$ cat src/rtl/alu_result_fifo.sv
// rtl/alu_result_fifo.sv - show-ahead result FIFO between the ALU and its consumer
// Optional push counter port total_cnt is enabled by defining ALU_RES_CNT_EN.
module alu_result_fifo #(
    parameter int WIDTH = 32,
    parameter int SEL_W = 4,
    parameter int DEPTH = 4,
    parameter int AW    = 2
) (
    input  logic             clk,
    input  logic             rst,
    input  logic             in_valid,
    output logic             in_ready,
    input  logic [WIDTH-1:0] in_result,
    input  logic [SEL_W-1:0] in_sel,
    output logic             out_valid,
    input  logic             out_ready,
    output logic [WIDTH-1:0] out_result,
    output logic [SEL_W-1:0] out_sel,
    output logic             out_zero,
    output logic             out_neg,
`ifdef ALU_RES_CNT_EN
    output logic [15:0]      total_cnt,
`endif
    output logic [AW:0]      level
);

    localparam int EW = WIDTH + SEL_W + 2;
    localparam logic [AW:0] FULL_LVL = (AW+1)'(DEPTH);

    logic [EW-1:0] mem [DEPTH];
    logic [AW-1:0] wr_ptr;
    logic [AW-1:0] rd_ptr;
    logic [EW-1:0] head;
    logic          push;
    logic          pop;

    assign in_ready  = (level != FULL_LVL);
    assign out_valid = (level != '0);
    assign push      = in_valid & in_ready;
    assign pop       = out_valid & out_ready;
    assign head      = mem[rd_ptr];

    // Outputs are zeroed when empty so stale storage never leaks to the consumer.
    assign out_result = out_valid ? head[EW-1 -: WIDTH]   : '0;
    assign out_sel    = out_valid ? head[SEL_W+1 -: SEL_W] : '0;
    assign out_zero   = out_valid ? head[1]               : 1'b0;
    assign out_neg    = out_valid ? head[0]               : 1'b0;

    always_ff @(posedge clk) begin
        if (push) begin
            mem[wr_ptr] <= {in_result, in_sel, (in_result == '0), in_result[WIDTH-1]};
        end
    end

    always_ff @(posedge clk or posedge rst) begin
        if (rst) begin
            wr_ptr <= '0;
            rd_ptr <= '0;
            level  <= '0;
        end else begin
            if (push) wr_ptr <= wr_ptr + AW'(1);
            if (pop)  rd_ptr <= rd_ptr + AW'(1);
            case ({push, pop})
                2'b10:   level <= level + (AW+1)'(1);
                2'b01:   level <= level - (AW+1)'(1);
                default: level <= level;
            endcase
        end
    end

`ifdef ALU_RES_CNT_EN
    always_ff @(posedge clk or posedge rst) begin
        if (rst) begin
            total_cnt <= '0;
        end else if (push) begin
            total_cnt <= total_cnt + 16'd1;
        end
    end
`endif

endmodule

$ cat config.mk
export PLATFORM = sky130hd
export DESIGN_NAME = alu_result_fifo
export DESIGN_NICKNAME = d
export VERILOG_FILES = /design/src/rtl/alu_result_fifo.sv
export SDC_FILE = /design/constraint.sdc
export NUM_CORES = 1
export LEC_CHECK = 0
export ABC_AREA = 0
export CORE_AREA = 2 2 80 140
export DETAILED_ROUTE_END_ITERATION = 10
export DIE_AREA = 0 0 82 142
export GPL_TIMING_DRIVEN = 0
export MAX_ROUTING_LAYER = met4
export PLACE_DENSITY = 0.83
export SYNTH_ARGS = -nofsm -noshare
export SYNTH_HDL_FRONTEND = slang
export SYNTH_SLANG_ARGS = --single-unit
export TNS_END_PERCENT = 30
$ cat constraint.sdc
create_clock -name clk -period 3.63 [get_ports clk]
set_clock_uncertainty 0.1 [all_clocks]
set_input_delay 0.5445 -clock clk [delete_from_list [all_inputs] [get_ports clk]]
set_output_delay 0.5445 -clock clk [all_outputs]
set_load 0.03 [all_outputs]
Word-level counts from Yosys, hierarchy flattened --
Memory sizes are Yosys's and may differ from the RTL's. Index checks and enable logic that the tools add are counted.
Word-level totals: output and inout bits 43, flip-flop bits (word level) 7, input bits 40, memory bits (writable) 152, memories kept 1
Memories:
- mem | words 4, width 38, rd ports 1, clocked after Yosys merged registers in 0, write ports 1, line 30 | logic [EW-1:0] mem [DEPTH];
Cells by class: reduce and logical (&&, ||, !) cells 3, bitwise operators 2, mux-type cells 7, eq/ne operators 3, $add $sub $neg 4
Operators with widths (number):
- $logic_not 32->1 | 1
- $mux 32 | 1
- $pmux 3 s2 | 1
- $add 2x1->2 const B | 2
- $mux 1 | 4
- $mux 4 | 1
- $add 3x1->3 const B | 1
- $ne 3x3->1 const B | 1
- $reduce_bool 3->1 | 1
- $sub 3x1->3 const B | 1
- $and 1x1->1 | 2
- $eq 2x1->1 const B | 1
- $eq 2x2->1 const B | 1
- $reduce_bool 2->1 | 1

Depth between registers and ports, before layout --
depth in word-level cells 4, depth in mapped cells 9, mapped depth without buffers 9

Least setup slack after synthesis --
Ideal clock, no wire load.
kind register -> register, from reg level[0], to reg level[2], stages on the path, launching flop included 10, required time 3450 ps, library setup time 80 ps, clock period less this slack 2401 ps, setup slack 1229 ps, arrival time 2221 ps, cells stage by stage dfrtp_1 -> or3b_4 -> and2_4 -> inv_1 -> ha_1 -> inv_1 -> fa_1 -> xor2_1 -> nor2_1 -> xor2_1
On the way: cells in the longest elaborated chain, start to end 4, elaborated cells between the ends (all ways) 10, classes of those cells add/sub (2); eq/ne (3); mux (1); bitwise (2); reduce/logical (2)
Ends and longest elaborated chain:
- start: declaration | line 24 | output logic [AW:0] level
- start signal: assignment | line 64 | 2'b10: level <= level + (AW+1)'(1);
- start signal: assignment | line 65 | 2'b01: level <= level - (AW+1)'(1);
- start signal: assignment | line 66 | default: level <= level;
- $ne 3x3->1 (*) | line 37 | assign in_ready = (level != FULL_LVL);
- net in_ready | line 12 | output logic in_ready,
- $and 1x1->1 (*) | line 39 | assign push = in_valid & in_ready;
- $eq 2x1->1 / $eq 2x2->1 (equally long branches) | line 63 | case ({push, pop})
- $pmux 3 s2 / $reduce_bool 2->1 (equally long branches)
The timed path passes the listed nets; every way through them passes the cells marked *. A chain may end at the register's enable or synchronous reset.

Worst setup path in the final report --
from reg level[0], to out out_result[24]
On the way: cells in the longest elaborated chain, start to end 2
Ends and longest elaborated chain:
- $reduce_bool 3->1 | line 38 | assign out_valid = (level != '0);
- $mux 32 | line 44 | assign out_result = out_valid ? head[EW-1 -: WIDTH] : '0;
- end: declaration | line 17 | output logic [WIDTH-1:0] out_result,
No other way between the ends.

==> impl_metrics.sql <==
INSERT INTO impl_metrics (metric_group, metric, value, unit) VALUES
('run_status', 'outcome', 'completed', ''),
('synth', 'synth_seq_cells', '155', ''),
('synth', 'ys.flop_type', 'sky130_fd_sc_hd__edfxtp_1', ''),
('sta', 'fmax', '293', 'MHz'),
('power_and_ir_drop', 'max-vdd-ir-drop', '0.639', 'mV'),
('cts', 'cts_root_buffer', 'sky130_fd_sc_hd__clkbuf_16', ''),
('cts', 'clock_tree.htree_level_count', '4', ''),
('worst_setup_path', 'cp_slowest_stage_delay', '0.68', 'ns'),
('synth', 'synth_largest_type_area_fraction', '0.731', ''),
('sta', 'rsz0062_at_grt', 'false', ''),
('synth', 'synth_cells', '284', ''),
('worst_setup_path', 'cp-startpoint', 'level[0]', ''),
('worst_setup_path', 'critical_path.slowest_cell', 'sky130_fd_sc_hd__clkdlybuf4s50_1', ''),
('drt', 'via_count', '3129', ''),
('cts', 'cts.repair_timing.setup_buffer_count', '0', ''),
('cts', 'clkLatencyLatePin', '0.41', 'ns'),
('worst_setup_path', 'worst_setup_path_start_kind', 'register', ''),
('floorplan', 'placementRows', '50', ''),
('final_layout', 'insertedDiodeCount', '0', ''),
('global_routing', 'first_global_vias', '3325', ''),
('placement', 'gp_routability_congestion', '0.744', ''),
('sta', 'setup-violations-final', '0', ''),
('cts', 'clock_sinks', '155', ''),
('final_layout', 'synthToLayoutAreaGrowth', '29.6', '%'),
('floorplan', 'fp.dieH', '142', 'µm'),
('final_layout', 'post_route_cells_drive_above_1_share', '0.214', ''),
('synth', 'yosys.cell_count.top_type', 'sky130_fd_sc_hd__edfxtp_1', ''),
('worst_setup_path', 'reg2reg_setup_slack', '1.26', 'ns'),
('synth', 'synth_area_leaders', 'sky130_fd_sc_hd__edfxtp_1 (73%), sky130_fd_sc_hd__mux4_2 (14%), sky130_fd_sc_hd__and2_1 (3.9%)', ''),
('placement', 'placed_cells_incl_taps', '500', ''),
('sta', 'worst_slew_pin_slew', '0.669', 'ns'),
('global_routing', 'gr-total-overflow', '0', ''),
('drt', 'drcViolationCount', '0', ''),
('worst_setup_path', 'r2r_cells', '9', ''),
('sta', 'slew-limit-headroom', '0.554', ''),
('placement', 'detailed_place_hpwl', '7.53', 'mm'),
('power_and_ir_drop', 'power_density', '973', 'mW/mm²'),
('cts', 'cts.hold.buffers_added', '0', ''),
('worst_setup_path', 'cpLargestDelayFamily', 'buffers and inverters', ''),
('worst_setup_path', 'crit_type', 'register to output pin', ''),
('final_layout', 'fin_nets', '435', ''),
('floorplan', 'die_area', '0.0116', 'mm²'),
('synth', 'synthesis.nets', '330', ''),
('sta', 'setup_tns', '0', 'ns'),
('worst_setup_path', 'path_cells', 'or3_1 > clkbuf_1 > clkbuf_1 > and2_1 > clkdlybuf4s50_1', ''),
('floorplan', 'initial_core_util', '0.578', ''),
('sta', 'fin_crit', '3.41', 'ns'),
('drt', 'number_of_routed_nets_with_antenna_violations', '0', ''),
('global_routing', 'grt_first_pass_wirelength', '18.8', 'mm'),
('synth', 'number_of_flops_mapped_to_enable_cells_by_yosys', '148', ''),
('synth', 'synth_unique_cells', '23', ''),
('synth', 'synthTopCellsByCount', 'sky130_fd_sc_hd__edfxtp_1 (148), sky130_fd_sc_hd__and2_1 (38), sky130_fd_sc_hd__mux4_2 (37)', ''),
('worst_setup_path', 'crit_path_max_fanout', '10', ''),
('final_layout', 'seqCellArea', '0.00462', 'mm²'),
('worst_setup_path', 'most_frequent_cell_on_critical_path', 'sky130_fd_sc_hd__clkbuf_1', ''),
('sta', 'max_slew_violation_count', '0', ''),
('global_routing', 'largest_net_degree_at_the_start_of_global_routing', '22', ''),
('drt', 'avgRoutedWirePerCell', '23.3', 'µm'),
('drt', 'viasPerCell', '5.88', ''),
('synth', 'synth-warning-count', '0', ''),
('drt', 'wirelength', '12.4', 'mm'),
('worst_setup_path', 'worstSetupEndpointType', 'output pin', ''),
('worst_setup_path', 'r2r-start', 'level[0]', ''),
('worst_setup_path', 'arrival', '2.76', 'ns'),
('cts', 'tritoncts', 'done', ''),
('final_layout', 'finalNonFillerCells', '532', ''),
('worst_setup_path', 'worstReg2RegEnd', 'level[2]', ''),
('cts', 'post_cts_resized', '0', ''),
('drt', 'drt_iter0_markers', '225', ''),
('placement', 'numPortBuffers', '82', ''),
('cts', 'clk_pin_slew_worst_paths', '0.06', 'ns');
-- cells in the final DEF, fill, tap and decap left out --
cell	count
sky130_fd_sc_hd__clkbuf_1	7
sky130_fd_sc_hd__buf_2	3
sky130_fd_sc_hd__edfxtp_1	148
sky130_fd_sc_hd__and2_4	1
sky130_fd_sc_hd__clkinv_2	3
sky130_fd_sc_hd__mux2_2	1
sky130_fd_sc_hd__or3b_4	1
sky130_fd_sc_hd__buf_4	3
sky130_fd_sc_hd__fa_1	1
sky130_fd_sc_hd__clkinvlp_4	2
sky130_fd_sc_hd__or3_1	1
sky130_fd_sc_hd__buf_6	2
sky130_fd_sc_hd__inv_1	7
sky130_fd_sc_hd__xor2_1	3
sky130_fd_sc_hd__ha_1	5
sky130_fd_sc_hd__dfrtp_1	7
sky130_fd_sc_hd__clkbuf_16	17
sky130_fd_sc_hd__nand3_1	1
sky130_fd_sc_hd__buf_16	4
sky130_fd_sc_hd__nor2_1	2
sky130_fd_sc_hd__bufinv_16	8
sky130_fd_sc_hd__clkdlybuf4s50_1	82
sky130_fd_sc_hd__mux2i_1	1
sky130_fd_sc_hd__xnor2_1	3
sky130_fd_sc_hd__and2_1	38
sky130_fd_sc_hd__nor4_1	8
sky130_fd_sc_hd__nand4_1	2
sky130_fd_sc_hd__and3_2	4
sky130_fd_sc_hd__mux4_2	37
-- state kept, by name (all words and copies together) (netlist names) --
name	count
mem	148
wr_ptr	2
rd_ptr	2
level	3
-- final cells by class --
cell class,instances,area share
sequential,155,0.586
multi-input combinational,109,0.172
timing repair buffer,86,0.118
clock buffer,19,0.0549
clock inverter,13,0.0343
tap,130,0.0206
buffer,13,0.0100
inverter,7,0.00333
-- worst reg2reg max path, stage by stage, from the launching register on --
cell,delay [ns]
sky130_fd_sc_hd__dfrtp_1,0.44
sky130_fd_sc_hd__or3b_4,0.46
sky130_fd_sc_hd__and2_4,0.19
sky130_fd_sc_hd__inv_1,0.05
sky130_fd_sc_hd__ha_1,0.18
sky130_fd_sc_hd__inv_1,0.06
sky130_fd_sc_hd__fa_1,0.37
sky130_fd_sc_hd__xor2_1,0.15
sky130_fd_sc_hd__nor2_1,0.12
sky130_fd_sc_hd__xor2_1,0.17
-- power by group --
| part | internal, W | leakage [nW] | switching (W) |
|---|---|---|---|
| registers | 0.00237 | 1.44 | 0.000127 |
| logic | 0.00142 | 0.886 | 0.00168 |
| clock network | 0.00142 | 0.337 | 0.000653 |
| total | 0.00521 | 2.67 | 0.00246 |
-- cell families after synthesis --
family | after synthesis | share of synthesized area
buffers and inverters | 20 | 0.0173
adders and majority gates | 6 | 0.0136
and+or+nand+nor | 58 | 0.0599
muxes | 39 | 0.141
xor gates and xnor gates | 6 | 0.00865
DFF | 155 | 0.760
-- metal layers --
layer  wire (µm)  track usage  vias to the layer above
li1            -            -                     1359
met2        7230        0.414                      118
met5           0            -                        -
met4         223       0.0912                        0
met3         513       0.0590                       18
met1        4440        0.265                     1634
-- worst max path at each step --
stage,end,slack (ns),cells after the start
after global routing,out_result[24],0.03,5
after floorplan,level[2],1.23,9
after detailed placement,out_result[24],0.63,5
final,out_result[24],0.22,5
after global placement,mem[0][14],0.45,2
after CTS,out_result[24],0.12,5
-- metrics by stage --
stage / hold WS, ns / cell area [µm²] / util / setup slack [ns] / power [W]
2_1_floorplan: 0.248 / 6080 / - / 1.23 / 0.00443
3_3_place_gp: 0.393 / 7060 / 0.672 / 0.453 / 0.00547
3_5_place_dp: 0.438 / 7180 / 0.683 / 0.629 / 0.00561
4_1_cts: 0.258 / 7880 / 0.750 / 0.123 / 0.00773
5_1_grt: 0.284 / 7880 / 0.750 / 0.0282 / 0.00796
6_report: 0.266 / 7880 / 0.750 / 0.221 / 0.00767
Note: power is estimated with default switching activity, not from simulation.
